**config.mk**
```make
export PLATFORM = sky130hd
export DESIGN_NAME = pipe_ctrl
export DESIGN_NICKNAME = d
export VERILOG_FILES = /design/src/rtl/pipe_ctrl_pkg.sv /design/src/rtl/pipe_ctrl_hazard_detect.sv /design/src/rtl/pipe_ctrl.sv
export SDC_FILE = /design/constraint.sdc
export NUM_CORES = 1
export LEC_CHECK = 0
export CAP_MARGIN = 20
export CELL_PAD_IN_SITES_DETAIL_PLACEMENT = 1
export CELL_PAD_IN_SITES_GLOBAL_PLACEMENT = 2
export CORE_AREA = 2 2 73 75
export DETAILED_ROUTE_END_ITERATION = 7
export DIE_AREA = 0 0 75 77
export PLACE_DENSITY = 0.82
export REMOVE_ABC_BUFFERS = 1
export SYNTH_ARGS = -nofsm -noshare
export SYNTH_HDL_FRONTEND = slang
export SYNTH_SLANG_ARGS = --single-unit
export TNS_END_PERCENT = 10
```
**constraint.sdc**
```tcl
create_clock -name clk -period 3.3 [get_ports clk]
set_input_delay 0.66 -clock clk [delete_from_list [all_inputs] [get_ports clk]]
set_output_delay 0.66 -clock clk [all_outputs]
set_load 0.02 [all_outputs]
```
**src/rtl/pipe_ctrl_pkg.sv**
```systemverilog
// Shared CPU constants: ALU/opcode encodings plus pipeline-control types and widths.
package pipe_ctrl_pkg;

  localparam int XLEN       = 32;
  localparam int REG_ADDR_W = 5;

  localparam logic [6:0] OPC_LOAD   = 7'b0000011;
  localparam logic [6:0] OPC_STORE  = 7'b0100011;
  localparam logic [6:0] OPC_BRANCH = 7'b1100011;
  localparam logic [6:0] OPC_JAL    = 7'b1101111;
  localparam logic [6:0] OPC_JALR   = 7'b1100111;

  typedef enum logic [3:0] {
    ALU_ADD, ALU_SUB, ALU_AND, ALU_OR, ALU_XOR, ALU_SLL, ALU_SRL, ALU_SRA, ALU_SLT, ALU_SLTU
  } alu_op_t;

  typedef enum logic [1:0] {
    ST_RUN,
    ST_MEM_WAIT,
    ST_FAULT
  } pipe_state_t;

  localparam int MEM_TIMEOUT_DEF = 15;
  localparam int CNT_W_DEF       = 16;
  localparam int WAIT_CNT_W      = 8;

  // x0 is hard-wired to zero, so a write to it never creates a dependency.
  function automatic logic reg_dep(input logic                  used,
                                   input logic [REG_ADDR_W-1:0] src,
                                   input logic [REG_ADDR_W-1:0] dst);
    return used && (dst != '0) && (src == dst);
  endfunction

endpackage

```
**src/rtl/pipe_ctrl_hazard_detect.sv**
```systemverilog
// Load-use hazard detection between the instruction in ID and a load in EX.
module hazard_detect
  import pipe_ctrl_pkg::*;
(
  input  logic                  ex_MemRead,
  input  logic [REG_ADDR_W-1:0] ex_rd,
  input  logic [REG_ADDR_W-1:0] id_rs1,
  input  logic [REG_ADDR_W-1:0] id_rs2,
  input  logic                  id_use_rs1,
  input  logic                  id_use_rs2,
  output logic                  load_use
);

  assign load_use = ex_MemRead &&
                    (reg_dep(id_use_rs1, id_rs1, ex_rd) || reg_dep(id_use_rs2, id_rs2, ex_rd));

endmodule

```
**src/rtl/pipe_ctrl.sv**
```systemverilog
// Pipeline stall/flush controller: memory-wait FSM with timeout fault, branch
// redirect flushing, load-use bubbles and a saturating stall-cycle counter.
module pipe_ctrl
  import pipe_ctrl_pkg::*;
#(
  parameter int MEM_TIMEOUT = MEM_TIMEOUT_DEF,
  parameter int CNT_W       = CNT_W_DEF
) (
  input  logic                  clk,
  input  logic                  rst_n,
  input  logic [REG_ADDR_W-1:0] id_rs1,
  input  logic [REG_ADDR_W-1:0] id_rs2,
  input  logic                  id_use_rs1,
  input  logic                  id_use_rs2,
  input  logic                  ex_MemRead,
  input  logic [REG_ADDR_W-1:0] ex_rd,
  input  logic                  ex_redirect,
  input  logic                  mem_req,
  input  logic                  mem_ready,
  output logic                  PC_IFWrite,
  output logic                  IF_ID_flush,
  output logic                  ID_EX_flush,
  output logic                  pipe_hold,
  output logic                  MEM_WB_bubble,
  output logic                  mem_fault,
  output logic [CNT_W-1:0]      stall_cnt
);

  pipe_state_t           state;
  logic [WAIT_CNT_W-1:0] wait_cnt;
  logic                  load_use;
  logic                  mem_stall;

  hazard_detect u_hazard_detect (
    .ex_MemRead (ex_MemRead),
    .ex_rd      (ex_rd),
    .id_rs1     (id_rs1),
    .id_rs2     (id_rs2),
    .id_use_rs1 (id_use_rs1),
    .id_use_rs2 (id_use_rs2),
    .load_use   (load_use)
  );

  // A dropped mem_req while waiting also reads as "not stalled", releasing the wait.
  assign mem_stall = mem_req && !mem_ready;
  assign mem_fault = (state == ST_FAULT);

  always_comb begin
    PC_IFWrite    = 1'b1;
    IF_ID_flush   = 1'b0;
    ID_EX_flush   = 1'b0;
    pipe_hold     = 1'b0;
    MEM_WB_bubble = 1'b0;
    if (state == ST_FAULT || mem_stall) begin
      PC_IFWrite    = 1'b0;
      pipe_hold     = 1'b1;
      MEM_WB_bubble = 1'b1;
    end else if (ex_redirect) begin
      IF_ID_flush = 1'b1;
      ID_EX_flush = 1'b1;
    end else if (load_use) begin
      PC_IFWrite  = 1'b0;
      ID_EX_flush = 1'b1;
    end
  end

  // wait_cnt counts MEM_WAIT cycles already spent stalled; timeout fires once it reaches MEM_TIMEOUT.
  always_ff @(posedge clk or negedge rst_n) begin
    if (!rst_n) begin
      state    <= ST_RUN;
      wait_cnt <= '0;
    end else begin
      case (state)
        ST_RUN: begin
          if (mem_stall) begin
            state    <= ST_MEM_WAIT;
            wait_cnt <= '0;
          end
        end
        ST_MEM_WAIT: begin
          if (!mem_stall) begin
            state <= ST_RUN;
          end else if (wait_cnt == WAIT_CNT_W'(MEM_TIMEOUT)) begin
            state <= ST_FAULT;
          end else begin
            wait_cnt <= wait_cnt + WAIT_CNT_W'(1);
          end
        end
        ST_FAULT: state <= ST_FAULT;
        default:  state <= ST_RUN;
      endcase
    end
  end

  always_ff @(posedge clk or negedge rst_n) begin
    if (!rst_n) begin
      stall_cnt <= '0;
    end else if (!PC_IFWrite && (stall_cnt != '1)) begin
      stall_cnt <= stall_cnt + CNT_W'(1);
    end
  end

endmodule

```
After elaboration in Yosys (flattened, before gate mapping)
Cells that the tools add are included.
{"block": "totals", "regBits": 26, "inputBits": 23}
{"block": "classes", "add_sub_neg": 2, "eq_ne": 10, "n_mux": 17, "n_reduce_logical": 16}
{"operator": "$mux W8", "count": 3}
{"operator": "$add A16 B1 Y16 const B", "count": 1}
{"operator": "$ne A16 B16 Y1 const B", "count": 1}
{"operator": "$pmux W8 S2", "count": 1}
{"operator": "$eq A5 B5 Y1", "count": 2}
{"operator": "$mux W1", "count": 9}
{"operator": "$add A8 B1 Y8 const B", "count": 1}
{"operator": "$eq A8 B4 Y1 const B", "count": 1}
{"operator": "$logic_and A1 B1 Y1", "count": 7}
{"operator": "$mux W2", "count": 3}
{"operator": "$ne A2 B2 Y1 const B", "count": 3}
{"operator": "$pmux W2 S3", "count": 1}
{"operator": "$reduce_bool A5 Y1", "count": 1}
{"operator": "$reduce_and A4 Y1", "count": 1}
{"operator": "$ne A3 B3 Y1 const B", "count": 1}
{"operator": "$eq A2 B1 Y1 const B", "count": 1}
{"operator": "$eq A2 B2 Y1 const B", "count": 1}
{"operator": "$logic_not A1 Y1", "count": 2}
{"operator": "$logic_not A2 Y1", "count": 1}
{"operator": "$logic_or A1 B1 Y1", "count": 2}
{"operator": "$reduce_and A2 Y1", "count": 1}
{"operator": "$reduce_bool A2 Y1", "count": 1}

Depth between registers and ports, before layout
Gate-level depths: netlist (run 1).
{"block": "logic_depth", "ltp_word": 10, "ltp_mapped": 7, "ltp_nobuf": 6}

Hierarchy
From an unflattened synthesis (run 1), not the netlist that was laid out.
{"block": "hier_totals", "cells_unflattened": 156, "hier_area_um2": 1517.7}
{"mod": "pipe_ctrl", "instances": 1, "cells_per_inst": 139, "area_per_inst_um2": 1383.8, "seq_area_each_um2": 650.6}
{"mod": "hazard_detect", "instances": 1, "cells_per_inst": 17, "area_per_inst_um2": 133.9, "seq_area_each_um2": 0.0}

Worst setup path after synthesis (run 1)
No wires, ideal clock.
{"block": "synth_timing", "kind": "input -> output", "start": "in ex_rd[4]", "end": "out PC_IFWrite", "t_arrival_ns": 1.840, "slack_ns": 0.800, "path_stages": 6, "n_path_buf": 1, "cell_sequence": "xor2_1 -> nor4_2 -> a32oi_1 -> o31ai_4 -> buf_6 -> inv_1"}
{"block": "synth_via", "elab_chain_len": 8, "word_cells_on_any_way": 12, "cone_classes": "2 x eq/ne; 3 x mux; 7 x reduce/logical"}
{"item": "start, declared", "line_no": "pipe_ctrl.sv:16", "text": "input logic [REG_ADDR_W-1:0] ex_rd,"}
{"item": "$reduce_bool A5 Y1", "line_no": "pipe_ctrl_pkg.sv:31", "text": "return used && (dst != '0) && (src == dst);"}
{"item": "$logic_and A1 B1 Y1 (2 in series)", "line_no": "pipe_ctrl_pkg.sv:31"}
{"item": "$logic_or A1 B1 Y1 *", "line_no": "pipe_ctrl_hazard_detect.sv:15", "text": "(reg_dep(id_use_rs1, id_rs1, ex_rd) || reg_dep(id_use_rs2, id_rs2, ex_rd));"}
{"item": "$logic_and A1 B1 Y1 *", "line_no": "pipe_ctrl_hazard_detect.sv:14", "text": "assign load_use = ex_MemRead &&"}
{"item": "$mux W1 *", "line_no": "pipe_ctrl.sv:61", "text": "end else if (load_use) begin"}
{"item": "$mux W1 *", "line_no": "pipe_ctrl.sv:58", "text": "end else if (ex_redirect) begin"}
{"item": "$mux W1 *", "line_no": "pipe_ctrl.sv:54", "text": "if (state == ST_FAULT || mem_stall) begin"}
{"item": "end, declared", "line_no": "pipe_ctrl.sv:20", "text": "output logic PC_IFWrite,"}
Every way passes the cells marked *; elsewhere a longest branch is shown, timed or not.

Final worst setup path (run 1)
Ends and elaborated chain as after synthesis.

==> results of run 1 <==
==> repair_timing <==
action                     4_1_cts  5_1_grt
setup endpoints to repair        2        0
gates resized for setup          3        0
hold buffers                     0        0
==> kinds of logic after synthesis <==
family | count (synthesis) | synth area share (%)
AOI/OAI and AO/OA | 8 | 5.21
and+or+nand+nor | 65 | 24.9
DFF | 26 | 45.1
adders and majority gates | 2 | 1.74
xor gates and xnor gates | 31 | 18.8
buffers and inverters | 7 | 2.60
muxes | 2 | 1.56
==> power by group <==
| part | internal [uW] | total, uW | switching (uW) |
|---|---|---|---|
| Sequential | 359 | 409 | 49.6 |
| Clock | 81.7 | 177 | 95.8 |
| Combinational | 145 | 274 | 129 |
| Total | 586 | 861 | 275 |
==> layout make-up <==
class / instances / area, um2 / share of cell area [%]
flip-flops and latches: 26 / 651 / 32.3
inverters: 4 / 15.0 / 0.746
repair buffers: 47 / 460 / 22.9
clock buffers: 3 / 41.3 / 2.05
multi-input cells: 108 / 757 / 37.6
well taps: 70 / 87.6 / 4.35
==> layout by cell type, fill, tap and decap left out <==
cell type | synthesis | layout
a21oi_1 | 1 | 1
a21oi_2 | 1 | 1
a22o_1 | 3 | 3
a32oi_1 | 1 | 1
and2_0 | 1 | 1
and2_1 | 3 | 3
and3_1 | 8 | 8
and4_1 | 2 | 2
buf_4 | 1 | 3
clkbuf_8 | 0 | 3
clkdlybuf4s50_1 | 0 | 42
dfrtp_1 | 26 | 26
dlygate4sd2_1 | 0 | 2
ha_1 | 2 | 2
inv_1 | 4 | 4
mux2_1 | 1 | 1
mux2_2 | 1 | 1
nand2_1 | 7 | 7
nand2b_1 | 3 | 3
nand3_1 | 11 | 11
nand3b_1 | 1 | 1
nand4_1 | 9 | 9
nand4b_1 | 1 | 1
nor2_1 | 13 | 13
nor2b_1 | 1 | 1
nor4_1 | 2 | 2
nor4_2 | 1 | 1
o21ai_2 | 0 | 1
o31ai_4 | 1 | 1
or2_2 | 1 | 1
or4_1 | 1 | 1
xnor2_1 | 16 | 16
xor2_1 | 15 | 15
==> sequential cells by signal, summed over array words and instances (netlist names) <==
| name | flops |
|---|---|
| wait_cnt | 8 |
| state | 2 |
| stall_cnt | 16 |
==> final timing paths <==
check	start	to	slack, ns	depth (start not counted)
max in group asynchronous	rst_n	wait_cnt[0]	2.27	2
worst max register to register	stall_cnt[6]	stall_cnt[1]	1.30	6
min in group asynchronous	rst_n	stall_cnt[13]	0.76	2
worst max-delay path	ex_rd[4]	PC_IFWrite	0.17	7
worst min register to register	stall_cnt[11]	stall_cnt[11]	0.49	1
worst min-delay path	stall_cnt[11]	stall_cnt[11]	0.49	1
==> through the flow <==
step	hold WS (ns)	power, uW	setup TNS [ns]	instances
4_1_cts	0.497	877	0	258
2_1_floorplan	0.364	542	0	138
6_report	0.489	861	0	258
3_3_place_gp	0.479	686	-0.0958	255
3_5_place_dp	0.485	695	-0.218	255
5_1_grt	0.527	918	0	258
==> per-layer routing <==
metal,global-route usage [%],share of wire (%),vias to the layer above
met3,2.50,6.9,2
met1,15.6,43,601
li1,-,-,586
met5,0,0,-
met4,3.21,0.68,0
met2,21.6,49,45
==> run metrics, run 1 <==
run status=complete, no violations; via count of the first global-routing pass=between 1000 and 1500; maximum clock skew at final layout=0.00599 ns; number of port buffers=44; Layout fillers=574; register area share after synthesis=45.1%; aggregate routed wire length=3380 um; mean number of vias per cell=4.78; count of warnings emitted by yosys=0; slew at the pin closest to its max-slew limit=0.461 ns; CP max FO=3; Area after DPL=0.00197 mm2; Initial Util=between 20% and 30%; CTS HTree Levels=1; critical setup path kind=in2out; Peak supply drop=192 uV; summed instance area of the synthesized netlist=between 0.001 and 0.0015 mm2; final worst-path setup slack=0.166 ns; clock slew seen by the registers of the worst setup and hold paths=roughly 0.090 ns; global-route wire length before repair=5830 um; post-synthesis instance total=141; leading post-synthesis cells by cell area=dfrtp_1 45%, xnor2_1 9.7%, xor2_1 9.1%, nand4_1 3.9%, nand3_1 3.8%; Lkg Pwr=about 0.00085 uW; slowest stage delay, CP=0.46 ns; cell taking the most area after synthesis=dfrtp_1; Buf/Inv on CP=3; GRT Residual Overflow=0; DRC Markers=0; CTS Sinks=26; cell at the root of the clock tree=clkbuf_8; clk_lat worst skew=0.26 ns; core footprint=0.00498 mm2; number of buffers between clock root and the deepest sink=2; post-placement setup slack=-0.119 ns; Post-synth EDFFs=0; Final period util=95.0%; slowest stage cell on the critical path=clkdlybuf4s50_1; Die Span Y=77 um; horizontal die dimension=75 um; vias after detailed routing=1234; Setup crit end kind=output port; Avg WL per Cell=13.1 um; Rel. slew slack=69.3%; maximum number of pins on one net before global-route repair=27; number of buffers inserted by post-CTS setup repair=0; iteration-0 DRC count of the detailed router=42; antenna violations before repair=0; power per standard cell area=around 430 mW/mm2; post-synthesis area per instance=10.2 um2; Max-Cap Viols=0; final cell utilization of the core=40.4%; area grow syn2layout=39.6%; count of pins over their slew limit=0; fraction of layout instances using a drive strength above 1=6.38%; Hold Path Class=reg2reg; total die area=between 0.005 and 0.006 mm2; Primary FF master, synth=dfrtp_1; estimated wirelength of the detail-placed design=2660 um; overall fraction of global-route tracks in use=12.5%; routability congestion estimate=0.735; CTS tree=built; Synth top cells by count=26 x dfrtp_1, 16 x xnor2_1, 15 x xor2_1; RSZ-0062 raised after global routing=no; finished layout cell area=0.00201 mm2; router iterations before antenna repair=4; final-report setup violation count=0; kind of cell adding the most delay to the critical path=buffers and inverters; Seq cells post-synth=26; total number of nets in the final design=215; kind of launch point of the worst setup path=input pin; shortest period the worst path allows=between 3 and 4 ns; number of antenna diodes=0; CP Cell Sequence=clkdlybuf4s50_1 > xor2_1 > nor4_2 > a32oi_1 > o31ai_4 > inv_1 > dlygate4sd2_1; data arrival time of the critical path=2.47 ns; cts bufs inserted=3; Netlist cell types=32; Site Rows=26; required time at the endpoint of the critical path=about 2.6 ns; area share of the largest cell type after synthesis=45.1%; Hold Violations, Final=0; fraction of registers with async set/reset=100%; Fmax achieved=0.319 GHz; post-detailed-route count of antenna-violating nets=0; number of I/O pins=45; dominant cell by count in the synthesized netlist=dfrtp_1
No activity file was read; power rests on OpenSTA's default activity.
==> inputs of run 2 (changes only) <==
Settings changed: MAX_ROUTING_LAYER set to met4.
==> run metrics, run 2 (synthesis gave the netlist of run 1 again) <==
cts bufs inserted=3; setup TNS=0 ns; Max-Cap Viols=0; Die Span Y=just under 80 um; DRC Markers=0; CP Cell Sequence=clkdlybuf4s50_1 > xor2_1 > nor4_2 > a32oi_1 > o31ai_4 > inv_1 > dlygate4sd2_1; number of I/O pins=45; Initial Util=29.0%; vias after detailed routing=1235; Total Power=861 uW; worst setup path end=PC_IFWrite; estimated wirelength of the detail-placed design=around 2700 um; instance count on the critical path=7; clk_lat worst skew=0.26 ns; post-detailed-route count of antenna-violating nets=0; global-route wire length before repair=5820 um; slack of the worst reg-to-reg path=approximately 1.3 ns; aggregate routed wire length=3390 um; total die area=0.00578 mm2; cell at the root of the clock tree=clkbuf_8; worst flop-to-flop path endpoint=stall_cnt[1]; fraction of layout instances using a drive strength above 1=6.38%; core footprint=~0.0050 mm2; slowest stage cell on the critical path=clkdlybuf4s50_1; antenna violations before repair=0; Area after DPL=around 0.0020 mm2; Final period util=between 90% and 100%; Rel. slew slack=69.3%; kind of cell adding the most delay to the critical path=buffers and inverters; run status=complete, no violations; slew at the pin closest to its max-slew limit=0.461 ns; count of pins over their slew limit=0; Peak supply drop=approximately 190 uV; number of port buffers=44; maximum number of pins on one net before global-route repair=27; Lkg Pwr=0.000852 uW; final-report setup violation count=0; clock slew seen by the registers of the worst setup and hold paths=0.09 ns; number of cells on the worst reg-to-reg path=6; finished layout cell area=0.00201 mm2; CTS HTree Levels=1; total number of nets in the final design=215; Final Hold Slack=0.489 ns; Site Rows=26; RSZ-0062 raised after global routing=no; mean number of vias per cell=4.79; iteration-0 DRC count of the detailed router=41; area grow syn2layout=39.6%; Buf/Inv on CP=3; shortest period the worst path allows=3.13 ns; post-placement setup slack=-0.119 ns; cell depth of the worst min-delay path=1; Setup crit end kind=output port; via count of the first global-routing pass=around 1300; maximum clock skew at final layout=0.00558 ns; Critical Path Start=ex_rd[4]; overall fraction of global-route tracks in use=roughly 13%; RR Startpoint=stall_cnt[6]; Avg WL per Cell=around 13 um; hold buffer count at cts=0; number of buffers between clock root and the deepest sink=2; kind of launch point of the worst setup path=input pin; most common cell after layout, fill and taps aside=clkdlybuf4s50_1; Largest regs=stall_cnt: 16 flops, wait_cnt: 8 flops, state: 2 flops; final worst-path setup slack=between 0.15 and 0.2 ns; Hold Path Class=reg2reg; required time at the endpoint of the critical path=2.64 ns; slowest stage delay, CP=about 0.46 ns; CP max FO=3; number of antenna diodes=0; data arrival time of the critical path=2.47 ns; power per standard cell area=roughly 430 mW/mm2; CTS tree=built; Fmax achieved=0.319 GHz; number of flip-flops under the largest register name=16; commonest cells after routing, fill and taps aside=42 x clkdlybuf4s50_1, 26 x dfrtp_1, 16 x xnor2_1; critical setup path kind=in2out; CTS Sinks=26; Hold Violations, Final=0; router iterations before antenna repair=4; largest register by flop count=stall_cnt; routability congestion estimate=between 0.7 and 0.8; horizontal die dimension=between 70 and 80 um; GRT Residual Overflow=0
[run 2: cell counts in the layout (fill, tap and decap cells not counted)]
Identical to the previous run, type by type.
[run 2: cell type report]
class                   count  area, um2
inverters                   4       15.0
fillers                   574       2970
multi-input cells         108        757
clock buffers               3       41.3
well taps                  70       87.6
flip-flops and latches     26        651
repair buffers             47        460
[run 2: repair_timing]
item                                    in CTS  in global routing
endpoints found under the setup margin       2                  0
setup buffers                                0                  0
gates resized for setup                      3                  0
[run 2: per-layer routing]
| metal | track usage [%] | up-vias | part of all wire, % |
|---|---|---|---|
| li1 | - | 586 | - |
| met1 | 16.1 | 602 | 45 |
| met2 | 21.6 | 45 | 49 |
| met3 | 1.58 | 2 | 5.2 |
| met4 | 3.21 | 0 | 0.32 |
| met5 | - | - | 0 |
[run 2: worst register-to-register path: cells and delay by family, from the launching register on]
kind / cells / cell delay [ns]
and+or+nand+nor: 5 / 1.15
DFF: 1 / 0.45
muxes: 1 / 0.31
[run 2: through the flow]
stage / util [%] / instances
finish: 40.4 / 258
global route: 40.4 / 258
CTS: 40.4 / 258
detailed placement: 39.6 / 255
global placement: 39.6 / 255
floorplan: - / 138
[run 2: worst min path at each step]
stage	from	end	slack, ns
global route	stall_cnt[9]	stall_cnt[9]	0.53
global placement	stall_cnt[11]	stall_cnt[11]	0.48
detailed placement	stall_cnt[11]	stall_cnt[11]	0.48
floorplan	rst_n	stall_cnt[0]	0.36
finish	stall_cnt[11]	stall_cnt[11]	0.49
CTS	stall_cnt[11]	stall_cnt[11]	0.50
[run 2: power by group]
group          internal (uW)  switching, uW
registers                359           49.6
logic                    145            129
clock network           81.7           96.1
total                    586            275
==> inputs of run 3 (changes only) <==
Settings changed: MAX_ROUTING_LAYER met4 to unset, RECOVER_POWER set to 50.
==> run metrics, run 3 (synthesis gave the netlist of run 1 again) <==
shortest period the worst path allows=3.13 ns; mean number of vias per cell=4.75; required time at the endpoint of the critical path=2.64 ns; final-report setup violation count=0; Buf/Inv on CP=3; CP max FO=3; Net Sw Frac=around 32%; P_int=578 uW; cts bufs inserted=3; antenna violations before repair=0; Area after DPL=0.00197 mm2; router iterations before antenna repair=3; slowest stage cell on the critical path=clkdlybuf4s50_1; number of buffers inserted by post-CTS setup repair=0; DRC Markers=0; aggregate routed wire length=3350 um; routability congestion estimate=roughly 0.74; CTS tree=built; Peak supply drop=~190 uV; via count of the first global-routing pass=between 1000 and 1500; Resized cells post-CTS=3; kind of cell adding the most delay to the critical path=buffers and inverters; critical setup path kind=in2out; run status=complete, no violations; GRT Residual Overflow=0; slew at the pin closest to its max-slew limit=1.42 ns; Hold Path Class=reg2reg; clock slew seen by the registers of the worst setup and hold paths=0.09 ns; non-filler instance count after layout=258; maximum clock skew at final layout=0.00398 ns; iteration-0 DRC count of the detailed router=45; instance count on the critical path=7; Final Hold Slack=between 0.4 and 0.5 ns; finished layout cell area=about 0.002 mm2; total number of nets in the final design=about 220; Avg WL per Cell=13.0 um; Max-Cap Viols=0; number of antenna diodes=0; Comb power frac=a little under a third; Die Span Y=77 um; number of flip-flops under the largest register name=16; Lkg Pwr=0.000868 uW; Fmax achieved=0.319 GHz; CTS HTree Levels=1; cell at the root of the clock tree=clkbuf_8; Total Power=between 800 and 900 uW; CTS Sinks=26; power per standard cell area=424 mW/mm2; CP Cell Sequence=clkdlybuf4s50_1 > xor2_1 > nor4_2 > a32oi_1 > o31ai_4 > inv_1 > dlygate4sd2_1; kind of launch point of the worst setup path=input pin; cell count after placement=about 260; fraction of layout instances using a drive strength above 1=approximately 5.3%; slack of the worst reg-to-reg path=around 1.3 ns; horizontal die dimension=75 um; largest register by flop count=stall_cnt; global-route wire length before repair=5830 um; Rel. slew slack=5.34%; portion of total power attributed to the clock network=20.7%; RSZ-0062 raised after global routing=no; Setup crit end kind=output port; slowest stage delay, CP=0.46 ns; post-detailed-route count of antenna-violating nets=0; sequential share of power=48.0%; number of I/O pins=45; hold buffer count at cts=0; maximum number of pins on one net before global-route repair=27; Final period util=95.0%; Initial Util=29.0%; final cell utilization of the core=40.3%; Site Rows=26; number of buffers between clock root and the deepest sink=2; vias after detailed routing=1226; cell depth of the worst min-delay path=1; estimated wirelength of the detail-placed design=2660 um; number of cells on the worst reg-to-reg path=6; Hold Violations, Final=0; commonest cells after routing, fill and taps aside=33 x clkdlybuf4s50_1, 26 x dfrtp_1, 16 x xnor2_1; overall fraction of global-route tracks in use=12.5%; area grow syn2layout=39.1%; core footprint=0.00498 mm2; number of port buffers=44; data arrival time of the critical path=2.47 ns; Largest regs=stall_cnt: 16 flops, wait_cnt: 8 flops, state: 2 flops; Switching Power=~270 uW; total die area=0.00578 mm2; most common cell after layout, fill and taps aside=clkdlybuf4s50_1; clk_lat worst skew=approximately 0.26 ns; count of pins over their slew limit=0
run 3: worst register-to-register path, cell delays in order (launching register included):
cell and delay [ns]:
dfrtp_1 0.45, and4_1 0.28, and3_1 0.27, nor2b_1 0.20
nand2_1 0.16, and2_1 0.24, mux2_1 0.31
run 3: layout make-up:
type | count | area [um2]
flip-flops and latches | 26 | 651
well taps | 70 | 87.6
fillers | 576 | 2970
repair buffers | 47 | 457
multi-input cells | 108 | 753
inverters | 4 | 15.0
clock buffers | 3 | 41.3
run 3: power groups by stage:
stage | clock [uW] | sequential (uW) | combinational [uW]
6_report | 176 | 408 | 266
3_3_place_gp | 0 | 414 | 271
4_1_cts | 186 | 411 | 280
3_5_place_dp | 0 | 416 | 279
2_1_floorplan | 0 | 452 | 90.2
5_1_grt | 202 | 417 | 291
run 3: metal layers:
layer	global-route usage (%)	part of all wire [%]	vias to the layer above
met5	0	0	-
met4	3.21	0.69	0
met3	2.50	6.2	2
met2	21.6	49	40
met1	15.6	44	596
li1	-	-	588
run 3: path summary, 6_finish.rpt:
path | start | end
worst max-delay path | ex_rd[4] | PC_IFWrite
worst min-delay path | stall_cnt[11] | stall_cnt[11]
worst max register to register | stall_cnt[6] | stall_cnt[1]
worst min register to register | stall_cnt[11] | stall_cnt[11]
max in group asynchronous | rst_n | wait_cnt[0]
min in group asynchronous | rst_n | stall_cnt[13]
run 3: through the flow:
stage	setup WS (ns)	TNS, ns
2_1_floorplan	0.725	0
3_3_place_gp	-0.0633	-0.0958
3_5_place_dp	-0.119	-0.218
4_1_cts	0.124	0
5_1_grt	0.0575	0
6_report	0.166	0
